## src/rtl/uart_defs.sv

```systemverilog
// rtl/uart_defs.sv - shared states, rates and sample points for the UART receive sampler
package uart_defs;

  typedef enum logic [1:0] {
    SMP_IDLE  = 2'd0,
    SMP_START = 2'd1,
    SMP_DATA  = 2'd2,
    SMP_STOP  = 2'd3
  } SampState_t;

  localparam int OS_RATE    = 16;
  localparam int OSC_W      = $clog2(OS_RATE);
  localparam int FRAME_BITS = 11;

  // Three samples around the bit centre feed the majority vote.
  localparam logic [OSC_W-1:0] SMP_PT_A = OSC_W'(7);
  localparam logic [OSC_W-1:0] SMP_PT_B = OSC_W'(8);
  localparam logic [OSC_W-1:0] SMP_PT_C = OSC_W'(9);

  // Index of the last bit handled in SMP_DATA (8 data bits + parity, counted from 0).
  localparam logic [3:0] LAST_DATA_IDX = 4'(FRAME_BITS - 3);

  function automatic logic maj3(input logic a, input logic b, input logic c);
    return (a & b) | (a & c) | (b & c);
  endfunction

endpackage

```

## src/rtl/uart_sync.sv

```systemverilog
// rtl/uart_sync.sv - multi-flop synchroniser for an asynchronous single-bit input
// Ports:
//   clk  - destination clock
//   rst  - synchronous active-high reset, loads RST_VAL into every stage
//   d    - asynchronous input
//   q    - synchronised output
module uart_sync #(
  parameter int   STAGES  = 2,
  parameter logic RST_VAL = 1'b1
) (
  input  logic clk,
  input  logic rst,
  input  logic d,
  output logic q
);

  // Fewer than two stages gives no metastability protection, so clamp.
  localparam int N = (STAGES < 2) ? 2 : STAGES;

  logic [N-1:0] ff;

  always_ff @(posedge clk) begin
    if (rst) begin
      ff <= {N{RST_VAL}};
    end else begin
      ff <= {ff[N-2:0], d};
    end
  end

  assign q = ff[N-1];

endmodule

```

## src/rtl/uart_rx_sampler.sv

```systemverilog
// rtl/uart_rx_sampler.sv - 16x oversampling UART bit sampler with majority vote
// Ports:
//   clk         - system clock
//   rst         - synchronous active-high reset
//   rx_i        - asynchronous UART line, idle high
//   enable_i    - permits detection of a new start bit
//   baud_div_i  - clk cycles per oversample tick (0 and 1 both mean every clk)
//   rx_o        - majority-voted bit value, held between strobes
//   tck_o       - one-clk strobe per sampled bit (start, 8 data, parity, stop)
//   busy_o      - high while a frame is in progress
//   glitch_o    - one-clk pulse when a start bit is rejected
//   frame_err_o - one-clk pulse with the stop-bit strobe when the stop bit is 0
module uart_rx_sampler #(
  parameter int SYNC_STAGES = 2,
  parameter int DIV_W       = 16
) (
  input  logic             clk,
  input  logic             rst,
  input  logic             rx_i,
  input  logic             enable_i,
  input  logic [DIV_W-1:0] baud_div_i,
  output logic             rx_o,
  output logic             tck_o,
  output logic             busy_o,
  output logic             glitch_o,
  output logic             frame_err_o
);

  import uart_defs::*;

  logic rxs;

  uart_sync #(
    .STAGES (SYNC_STAGES),
    .RST_VAL(1'b1)
  ) u_sync (
    .clk(clk),
    .rst(rst),
    .d  (rx_i),
    .q  (rxs)
  );

  // Free-running divider. The compare is against the live divisor, so a new
  // value is picked up at the next wrap; a shrink below the current count
  // wraps on the following clk.
  logic [DIV_W-1:0] div_cnt;
  logic             os_tick;

  assign os_tick = (baud_div_i <= DIV_W'(1)) ||
                   (div_cnt >= (baud_div_i - DIV_W'(1)));

  always_ff @(posedge clk) begin
    if (rst) begin
      div_cnt <= '0;
    end else if (os_tick) begin
      div_cnt <= '0;
    end else begin
      div_cnt <= div_cnt + DIV_W'(1);
    end
  end

  SampState_t       state, state_n;
  logic [OSC_W-1:0] osc, osc_n;
  logic [3:0]       bit_cnt, bit_n;
  logic             s_a, s_a_n;
  logic             s_b, s_b_n;
  logic             rx_n, tck_n, glitch_n, ferr_n;
  logic             vote;

  always_ff @(posedge clk) begin
    if (rst) begin
      state       <= SMP_IDLE;
      osc         <= '0;
      bit_cnt     <= '0;
      s_a         <= 1'b1;
      s_b         <= 1'b1;
      rx_o        <= 1'b1;
      tck_o       <= 1'b0;
      glitch_o    <= 1'b0;
      frame_err_o <= 1'b0;
    end else begin
      state       <= state_n;
      osc         <= osc_n;
      bit_cnt     <= bit_n;
      s_a         <= s_a_n;
      s_b         <= s_b_n;
      rx_o        <= rx_n;
      tck_o       <= tck_n;
      glitch_o    <= glitch_n;
      frame_err_o <= ferr_n;
    end
  end

  always_comb begin
    state_n  = state;
    osc_n    = osc;
    bit_n    = bit_cnt;
    s_a_n    = s_a;
    s_b_n    = s_b;
    rx_n     = rx_o;
    tck_n    = 1'b0;
    glitch_n = 1'b0;
    ferr_n   = 1'b0;
    // Third sample is the live synchronised value at the last sample point.
    vote     = maj3(s_a, s_b, rxs);

    if (os_tick) begin
      if (state == SMP_IDLE) begin
        osc_n = '0;
        if (enable_i && !rxs) begin
          state_n = SMP_START;
          bit_n   = '0;
        end
      end else begin
        osc_n = osc + OSC_W'(1);
        if (osc == SMP_PT_A) s_a_n = rxs;
        if (osc == SMP_PT_B) s_b_n = rxs;
        if (osc == SMP_PT_C) begin
          case (state)
            SMP_START: begin
              if (vote) begin
                glitch_n = 1'b1;
                state_n  = SMP_IDLE;
              end else begin
                rx_n    = 1'b0;
                tck_n   = 1'b1;
                state_n = SMP_DATA;
              end
            end
            SMP_DATA: begin
              rx_n  = vote;
              tck_n = 1'b1;
              if (bit_cnt == LAST_DATA_IDX) begin
                state_n = SMP_STOP;
              end else begin
                bit_n = bit_cnt + 4'd1;
              end
            end
            SMP_STOP: begin
              rx_n    = vote;
              tck_n   = 1'b1;
              ferr_n  = !vote;
              state_n = SMP_IDLE;
            end
            default: state_n = SMP_IDLE;
          endcase
        end
      end
    end
  end

  assign busy_o = (state != SMP_IDLE);

endmodule

```

## config.mk

```make
export PLATFORM = sky130hd
export DESIGN_NAME = uart_rx_sampler
export DESIGN_NICKNAME = d
export VERILOG_FILES = /design/src/rtl/uart_defs.sv /design/src/rtl/uart_sync.sv /design/src/rtl/uart_rx_sampler.sv
export SDC_FILE = /design/constraint.sdc
export NUM_CORES = 1
export LEC_CHECK = 0
export ABC_AREA = 1
export BUFFER_PORTS_ARGS = -buffer_cell sky130_fd_sc_hd__buf_4
export CAP_MARGIN = 25
export CORE_ASPECT_RATIO = 0.9
export CORE_UTILIZATION = 50
export DETAILED_ROUTE_END_ITERATION = 8
export PLACE_DENSITY_LB_ADDON = 0.1
export SLEW_MARGIN = 40
export SYNTH_ARGS = -nofsm -noshare
export SYNTH_HDL_FRONTEND = slang
export SYNTH_SLANG_ARGS = --single-unit
```

## constraint.sdc

```tcl
create_clock -name clk -period 3.3 [get_ports clk]
set_input_delay 0.33 -clock clk [delete_from_list [all_inputs] [get_ports clk]]
set_output_delay 0.33 -clock clk [all_outputs]
set_load 0.01 [all_outputs]
```

==> impl_results.md <==
- Placed inst area: 2654 um^2
- Synth cell types: 32
- Unrepaired setup endpoints after global routing: false
- CTS tree: done
- Sequential element share of the synthesized area: 28.04%
- Via count: 2097
- Antenna Cells: 0
- Gate Count Post-Synth: 348
- Clock root buffer master: clkbuf_8
- Area growth syn-to-layout: 13.71%
- Port bufs: 24
- Critical path cell sequence: buf_4, nor2_4, nand4_2, nor2_2, nand3_1, nor2_2, nand4_1, nand2_1, inv_1, ha_1, a21o_1, nor2_1, nand2_2, nor2_4, nand3_2, o22ai_1
- CTS Sinks: 34
- Slew headroom: 75.42%
- Starting Density: 53.38%
- Clk slew on worst S/H paths: 0.07 ns
- Ys async rst share: 0%
- Crit path arrival time: 2.87 ns
- Setup TNS: 0 ns
- Reg2Reg Capture Point: osc[1]$_SDFFE_PP0N_
- Core area: 4547 um^2
- Die Y: 68.10 um
- Yosys reg bits: 34
- VDD IR max: 269.0 uV
- Crit. Startpoint: baud_div_i[2]
- Post-CTS setup buffer count: 0
- Synth Net Count: 396
- Final Max Slew Viols: 0
- Post-Syn Area: 2427 um^2
- Avg Inst Size Synth: 6.975 um^2
- Top-area cell type share of the netlist area: 28.04%
- Global-route wire length before repair: 7748 um
- Fin nets: 422
- Initial DRC count: 126
- # rows: 23
- First-pass DRT Iterations: 4
- Post-route setup slack: 0.6403 ns
- H-tree Lvls: 2
- Status: completed
- Drt drc: 0
- Final ANT Viol Nets: 0
- FF-to-FF setup slack: 1.34 ns
- Vias per cell: 4.799
- CP startpoint kind: primary input
- Die area: 5138 um^2
- Vias in the first global route: 1822
- EDFF count, synth: 0
- Antenna violations before repair: 0
- Commonest non-fill, non-tap cell in the layout: nand2_1
- Deepest clock path buffer count: 2
- Synth Flop Type: dfxtp_1
- Leak Pwr: 1.286 nW
- Yosys synthesis warning count: 0
- Max capacitance violation total: 0
- Hold Buf Count CTS: 0
- Cts repair resizes: 0
- WL per Instance: 10.55 um
- GP Congestion: 0.8234
- Yosys top cell by area: dfxtp_1
- RR Startpoint: div_cnt[7]$_SDFF_PP0_
- Die Wd: 75.45 um
- Max Clock Freq: 376.0 MHz
- Total GRT Usage: 20.10%
- FF-to-FF path depth: 8
- Max Clock Skew: 0.006516 ns
- Pre-CTS WS: 0.3366 ns
- Setup Viol. Count Final: 0
- Highest-delay cell along the critical path: nand3_2
- Detailed Place HPWL: 3588 um
- Hold Path Class: primary input to flop
- End of the critical path: osc[1]$_SDFFE_PP0N_
- Num CTS Buffers: 5
- Nature of the critical path endpoint: flop
- Final wirelength: 4612 um
- Max stage delay on crit path: 0.33 ns
- Most frequent cells in the layout: nand2_1 (74), inv_1 (52), nor2_1 (41), dfxtp_1 (34), nand3_1 (29)
- Remaining Overflow, GRT: 0
- Layout cells sized above 1: 13.07%
- Clk_lat worst skew: 0.29 ns
- Hold Slack: 0.2178 ns
- Largest net degree at the start of global routing: 21
- Pwr per Cell Area: 320.2 nW/um^2
- Power, Total: 883.7 uW
- Final Cell Area: 2760 um^2
- IO Count: 25
- Fin. Hold Viols: 0
- Tmin final: 2.660 ns
- Fillers: 474
- Synth area leaders: dfxtp_1 (28%), ha_1 (14%), nand2_1 (11%)
- Slew @ Worst Pin: 0.3684 ns
- Critical path type: primary input to flop
- Final Cycle Share: 80.60%
- CP required: 3.51 ns
- Crit-path max FO: 17
-- registers in the layout (all words and copies together) (netlist names), 2 cells and up --
name	flops
bit_cnt	4
u_sync.ff	2
div_cnt	16
osc	4
state	2
-- power breakdown --
group | leakage, nW | switching (mW) | internal (mW)
Clock | 0.0524 | 0.150 | 0.226
Sequential | 0.275 | 0.00378 | 0.415
Combinational | 0.959 | 0.0493 | 0.0403
-- worst min-delay path by stage --
stage | slack (ns) | startpoint | cells past startpoint | to
5_1_grt | 0.22 | rx_i | 2 | u_sync.ff[0]$_SDFF_PP1_
3_5_place_dp | 0.40 | u_sync.ff[0]$_SDFF_PP1_ | 1 | u_sync.ff[1]$_SDFF_PP1_
4_1_cts | 0.21 | rx_i | 2 | u_sync.ff[0]$_SDFF_PP1_
6_report | 0.22 | rx_i | 2 | u_sync.ff[0]$_SDFF_PP1_
2_1_floorplan | 0.39 | u_sync.ff[0]$_SDFF_PP1_ | 1 | u_sync.ff[1]$_SDFF_PP1_
3_3_place_gp | 0.39 | u_sync.ff[0]$_SDFF_PP1_ | 1 | u_sync.ff[1]$_SDFF_PP1_
-- kinds of logic (layout without fill, tap and decap cells) --
group                    Yosys count  in the layout  share of synthesized area (%)
flip-flops                        34             34                          28.04
adder cells (fa/ha/maj)           28             28                          14.43
AO/OA/AOI/OAI                     25             25                          5.516
AND/OR/NAND/NOR                  179            179                          34.28
XOR/XNOR                          22             22                          7.938
buffers and inverters             60             87                          9.794
-- Yosys cell counts, types with 2 or more instances --
cell type	count
nor2_1	41
nor3b_1	2
xor2_1	15
a21oi_1	16
dfxtp_1	34
xnor2_1	7
nand4_1	9
a21o_1	3
inv_1	52
o21ai_0	4
nand3_1	29
nand2_1	74
nand2_2	3
nor3_1	6
nor2_2	3
nor2_4	2
clkbuf_1	2
inv_2	3
ha_1	28
or2_2	2
nor3_2	2
-- per-layer routing --
| metal | track usage, % | part of all wire, % | vias to the layer above |
|---|---|---|---|
| li1 | - | - | 1154 |
| met1 | 27.54 | 53 | 907 |
| met2 | 30.69 | 43 | 28 |
| met3 | 4.860 | 3.2 | 8 |
| met4 | 6.944 | 1.3 | 0 |
| met5 | 0 | 0 | - |
-- layout make-up --
cell class | instances | area, um^2 | share of cell area [%]
Clock buffer | 7 | 76.32 | 2.765
Clock inverter | 1 | 30.03 | 1.088
Inverter | 55 | 206.4 | 7.480
Multi-Input combinational cell | 254 | 1509 | 54.67
Sequential cell | 34 | 680.7 | 24.66
Tap cell | 62 | 77.57 | 2.811
Timing Repair Buffer | 24 | 180.2 | 6.528
-- per-stage QoR --
stage	utilization, %	instances
6_report	60.70	437
5_1_grt	60.70	437
4_1_cts	60.70	437
3_5_place_dp	58.37	429
3_3_place_gp	58.37	429
2_1_floorplan	-	348
-- worst max-delay path, delay by kind of cell --
kind                       cells  cell delay [ns]
AOI/OAI and AO/OA              2             0.47
adders and majority gates      1             0.30
buffers and inverters          2             0.17
and+or+nand+nor               11             1.60
No activity file was read; power rests on OpenSTA's default activity.
